==> src/rtl/rmii_recv_mem.sv <==
// rmii_recv_mem: RMII receiver that strips preamble/SFD and writes frame bytes into a buffer, locked until released.
module rmii_recv_mem #(
  parameter int L = 8
) (
  input  logic         clk,
  input  logic         rst,
  input  logic         fast_eth,
  input  logic         rm_crs_dv,
  input  logic [1:0]   rm_rx_data,
  input  logic         buf_release,
  output logic [L-1:0] addr,
  output logic [7:0]   wdata,
  output logic         we,
  output logic [L-1:0] count,
  output logic         done,
  output logic         err,
  output logic         rdy
);
  typedef enum logic [2:0] {st_idle, st_pre, st_data, st_drop, st_lock} state_t;
  state_t state, state_n;
  logic fast, fast_n, crs_q, lowq, lowq_n, seen, seen_n, pendv, pendv_n, ovf, ovf_n;
  logic we_n, done_n, err_n, smp, cmpl;
  logic [3:0] ph, ph_n;
  logic [1:0] pend, pend_n, pos, pos_n, d0;
  logic [5:0] b, b_n;
  logic [7:0] b1, b2, wdata_n;
  logic [L-1:0] idx, idx_n, addr_n, count_n;
  assign smp = fast | (ph == 4'd5);
  // a dibit held from a single low sample is committed together with the next high one
  assign d0 = pendv ? pend : rm_rx_data;
  assign b1 = {d0, b};
  assign b2 = {rm_rx_data, b1[7:2]};
  assign cmpl = pos == 2'd3 || (pendv && pos == 2'd2);
  assign rdy = state == st_idle;
  always_comb begin
    state_n = state;
    fast_n = fast;
    ph_n = ph == 4'd9 ? 4'd0 : ph + 4'd1;
    lowq_n = lowq;
    seen_n = seen;
    pend_n = pend;
    pendv_n = pendv;
    pos_n = pos;
    b_n = b;
    idx_n = idx;
    ovf_n = ovf;
    addr_n = addr;
    wdata_n = wdata;
    we_n = 1'b0;
    count_n = count;
    done_n = 1'b0;
    err_n = err;
    case (state)
      st_idle: begin
        fast_n = fast_eth;
        if (rm_crs_dv && !crs_q) begin
          state_n = st_pre;
          ph_n = 4'd1;
          lowq_n = 1'b0;
          seen_n = 1'b0;
          ovf_n = 1'b0;
        end
      end
      st_pre: if (smp) begin
        lowq_n = !rm_crs_dv;
        if (!rm_crs_dv) state_n = lowq ? st_idle : st_pre;
        else if (rm_rx_data == 2'b01) seen_n = 1'b1;
        else if (rm_rx_data == 2'b11 && seen) begin
          state_n = st_data;
          addr_n = '0;
          idx_n = '0;
          pos_n = 2'd0;
          pendv_n = 1'b0;
        end else if (rm_rx_data != 2'b00) state_n = st_drop;
      end
      st_data: if (smp) begin
        lowq_n = !rm_crs_dv;
        if (!rm_crs_dv && lowq) begin
          state_n = st_lock;
          done_n = 1'b1;
          count_n = idx;
          err_n = pos != 2'd0;
        end else if (!rm_crs_dv) begin
          pend_n = rm_rx_data;
          pendv_n = 1'b1;
        end else begin
          pendv_n = 1'b0;
          b_n = pendv ? b2[7:2] : b1[7:2];
          pos_n = pos + {pendv, !pendv};
          if (cmpl && &idx) begin
            state_n = st_drop;
            ovf_n = 1'b1;
          end else if (cmpl) begin
            we_n = 1'b1;
            addr_n = idx;
            wdata_n = pos == 2'd3 ? b1 : b2;
            idx_n = idx + 1'b1;
          end
        end
      end
      st_drop: if (smp) begin
        lowq_n = !rm_crs_dv;
        if (!rm_crs_dv && lowq) begin
          state_n = ovf ? st_lock : st_idle;
          done_n = ovf;
          count_n = ovf ? idx : count;
          err_n = ovf | err;
        end
      end
      st_lock: state_n = buf_release && !done ? st_idle : st_lock;
      default: state_n = st_idle;
    endcase
  end
  always_ff @(posedge clk or negedge rst) begin
    if (!rst) begin
      state <= st_idle;
      fast <= 1'b0;
      ph <= 4'd0;
      crs_q <= 1'b1;
      lowq <= 1'b0;
      seen <= 1'b0;
      pend <= 2'd0;
      pendv <= 1'b0;
      pos <= 2'd0;
      b <= '0;
      idx <= '0;
      ovf <= 1'b0;
      addr <= '0;
      wdata <= 8'd0;
      we <= 1'b0;
      count <= '0;
      done <= 1'b0;
      err <= 1'b0;
    end else begin
      state <= state_n;
      fast <= fast_n;
      ph <= ph_n;
      crs_q <= rm_crs_dv;
      lowq <= lowq_n;
      seen <= seen_n;
      pend <= pend_n;
      pendv <= pendv_n;
      pos <= pos_n;
      b <= b_n;
      idx <= idx_n;
      ovf <= ovf_n;
      addr <= addr_n;
      wdata <= wdata_n;
      we <= we_n;
      count <= count_n;
      done <= done_n;
      err <= err_n;
    end
  end
endmodule

==> config.mk <==
export PLATFORM = sky130hd
export DESIGN_NAME = rmii_recv_mem
export DESIGN_NICKNAME = d
export VERILOG_FILES = /design/src/rtl/rmii_recv_mem.sv
export SDC_FILE = /design/constraint.sdc
export NUM_CORES = 1
export LEC_CHECK = 0
export ABC_AREA = 1
export BUFFER_PORTS_ARGS = -buffer_cell sky130_fd_sc_hd__buf_4
export CAP_MARGIN = 40
export CORE_AREA = 2 2 77 79
export CTS_BUF_LIST = sky130_fd_sc_hd__clkbuf_2 sky130_fd_sc_hd__clkbuf_4 sky130_fd_sc_hd__clkbuf_8
export DETAILED_ROUTE_END_ITERATION = 7
export DIE_AREA = 0 0 79 81
export MAX_ROUTING_LAYER = met4
export PLACE_DENSITY_LB_ADDON = 0.1
export SLEW_MARGIN = 20
export SYNTH_ARGS = -nofsm -noshare
export SYNTH_HDL_FRONTEND = slang
export SYNTH_SLANG_ARGS = --single-unit
==> constraint.sdc <==
create_clock -name clk -period 2 [get_ports clk]
set_input_delay 0 -clock clk [delete_from_list [all_inputs] [get_ports clk]]
set_output_delay 0 -clock clk [all_outputs]
set_load 0.01 [all_outputs]
==> impl_metrics.json <==
{
  "fillerInstances": 523,
  "path_class": "reg2reg",
  "crit_family": "simple AND/OR/NAND/NOR gates",
  "synthToLayoutAreaGrowth_pct": 18.1,
  "relSlewSlack_pct": 52.6,
  "worst_r2r_path_depth": 10,
  "synth_nets": 377,
  "num_vias": 2386,
  "cts.path.max_buffers": 2,
  "cp_slowest_stage_delay_ns": 0.43,
  "setup_viol": 0,
  "fmax_ghz": 0.576,
  "whs_ns": 0.0360,
  "ff_latch_area_mm2": 0.00145,
  "clock-sinks": 58,
  "ys_seq_elements": 58,
  "rsz0062_at_grt": "false",
  "power.leakage_nw": 1.85,
  "critPathSlowestCell": "dfrtp_1",
  "yosysWarnings": 0,
  "rows": 28,
  "cp_max_fo": 16,
  "final-max-slew-violation-count": 0,
  "whs_endpoint": "pend[0]",
  "total_power_mw": 4.06,
  "syn_area_mm2": 0.00299,
  "outcome": "finished, final reports clean",
  "final_util_pct": 62.3,
  "setup.worst_path.start_class": "flip-flop",
  "synth_seq_area_share_pct": 48.5,
  "grt_usage_pct": 20.4,
  "finalClockSkew_ns": 0.00644,
  "period_needed_ns": 1.74,
  "boundaryPins": 35,
  "grt_pass1_vias": 2154,
  "insertion_delay_ns": 0.33,
  "hold_viol": 0,
  "crit_start": "state[0]",
  "hold_start": "rm_rx_data[0]",
  "place_congestion": 0.907,
  "floorplan.initialDensity_pct": 52.8,
  "grt_max_degree": 59,
  "ys_types": 34,
  "cts_tree": "done",
  "holdCritPathClass": "in2reg",
  "timing.rr.end": "idx[6]",
  "peakVddDrop_uv": 737,
  "viasPerCell": 4.84,
  "drt-pass1-iter-count": 4,
  "nNetsFinal": 422,
  "worst-path-buf-inv": 2,
  "die_h_um": 81,
  "r2r_slack_ns": 0.26,
  "tightest_slew_ns": 0.711,
  "timing.final.crit_share_pct": 86.8,
  "fp.coreArea_mm2": 0.00568,
  "initialDrtViolationCount": 125,
  "crit_chain": "inv_2, nand3_4, inv_4, nand2_2, nand2_2, nand2_4, nor2_8, nand2_4, nand2_1, nand2_1",
  "path_clk_slew_ns": 0.06,
  "whs_path_depth": 3,
  "antenna_found_initial": 0,
  "hpwlAfterDp_um": 4070,
  "grt_pass1_wl_um": 9740,
  "dieArea_mm2": 0.00640,
  "cap_violations": 0,
  "n_antenna_cell": 0,
  "rr_startpoint": "state[0]",
  "cts_buffers": 9,
  "critPathRequiredTime_ns": 2.22,
  "syn_inst": 368,
  "cts-root-buf": "clkbuf_8",
  "layout-drive-gt1-share_pct": 24.2,
  "wl_per_cell_um": 11.5,
  "finalSetupTns_ns": 0,
  "multiInputGateArea_mm2": 0.00135,
  "avgSynthCellArea_um2": 8.14,
  "antenna_left": 0,
  "grt_overflow": 0,
  "worstPathArrival_ns": 1.95,
  "io_buffers": 34,
  "drt_wl_total_um": 5660,
  "p_per_area_mw_per_mm2": 1150,
  "timing.critical_path.to_type": "flip-flop",
  "drc_errors": 0,
  "cts.htree.levels": 3,
  "die_x_um": 79
}
-- layout make-up --
class / instances / share of cell area (%)
timing repair buffer: 41 / 8.98
tap: 75 / 2.65
clock inverter: 3 / 0.424
multi-input combinational: 264 / 38.1
sequential: 58 / 41.1
clock buffer: 13 / 4.53
inverter: 39 / 4.21
-- logic make-up after synthesis --
group	synth area share, %
AO/OA/AOI/OAI	9.57
flip-flops	48.5
adder cells (fa/ha/maj)	0.836
AND/OR/NAND/NOR	33.0
XOR/XNOR	1.46
buffers and inverters	6.60
-- worst max path at each step --
stage | to | slack [ns] | depth (start not counted)
6_report | idx[6] | 0.26 | 10
5_1_grt | addr[4] | 0.05 | 9
3_5_place_dp | idx[1] | 0.19 | 9
3_3_place_gp | addr[2] | 0.25 | 9
4_1_cts | addr[4] | 0.18 | 9
2_1_floorplan | idx[0] | 0.50 | 11
-- sequential cells by signal, indices dropped and copies added, names as in the netlist, 3 cells and up --
register and flops:
addr 8, b 6, count 8, idx 8
ph 4, state 3, wdata 8
-- layer usage --
metal,GRT usage (%),wire [µm],share of wire (%)
met3,4.67,208,3.7
met5,-,0,0
met4,8.45,127,2.2
met2,29.9,2450,43
met1,27.4,2880,51
-- where the power goes --
group | switching (mW) | total (mW) | internal (mW)
combinational | 0.877 | 1.41 | 0.535
clock | 0.430 | 0.949 | 0.519
sequential | 0.235 | 1.70 | 1.46
total | 1.54 | 4.06 | 2.52
-- cells in the final DEF, fill, tap and decap left out, types with 6 or more instances in the layout --
| cell | count |
|---|---|
| a21oi_1 | 6 |
| buf_4 | 37 |
| clkbuf_8 | 10 |
| dfrtp_1 | 57 |
| inv_1 | 34 |
| nand2_1 | 114 |
| nand2_2 | 18 |
| nand3_1 | 21 |
| nor2_1 | 32 |
| o21ai_0 | 24 |
| o21ai_1 | 6 |
| o21ai_2 | 8 |
-- stage by stage --
step / cells / worst slack, ns / area [µm²]
finish: 493 / 0.263 / 3540
global route: 493 / 0.0525 / 3540
CTS: 493 / 0.179 / 3530
detailed placement: 473 / 0.194 / 3320
global placement: 473 / 0.246 / 3320
floorplan: 368 / 0.496 / 2990
-- synthesized netlist by cell type, drive strengths merged --
master / count / area, µm²
o21ai: 38 / 220
nor3: 3 / 15.0
a31oi: 2 / 12.5
inv: 39 / 149
buf: 6 / 45.0
o211ai: 1 / 7.51
nor2: 39 / 188
nand4: 2 / 12.5
xnor2: 1 / 8.76
dfstp: 1 / 26.3
a21boi: 1 / 7.51
a311oi: 1 / 8.76
a21oi: 6 / 30.0
nand3: 25 / 168
nor3b: 1 / 7.51
nand2: 137 / 592
xor2: 4 / 35.0
and3: 1 / 6.26
clkbuf: 1 / 3.75
ha: 2 / 25.0
dfrtp: 57 / 1430
-- worst min-delay path, stage by stage --
cell and delay, ns:
buf_4 0.09, inv_1 0.08, o21ai_0 0.16
-- what timing repair did --
action,CTS,global route
hold endpoints to repair,61,0
hold buffers,4,0
resized for setup,0,1
setup endpoints to repair,0,8
setup buffers,0,0
(Power assumes the default switching activity.)
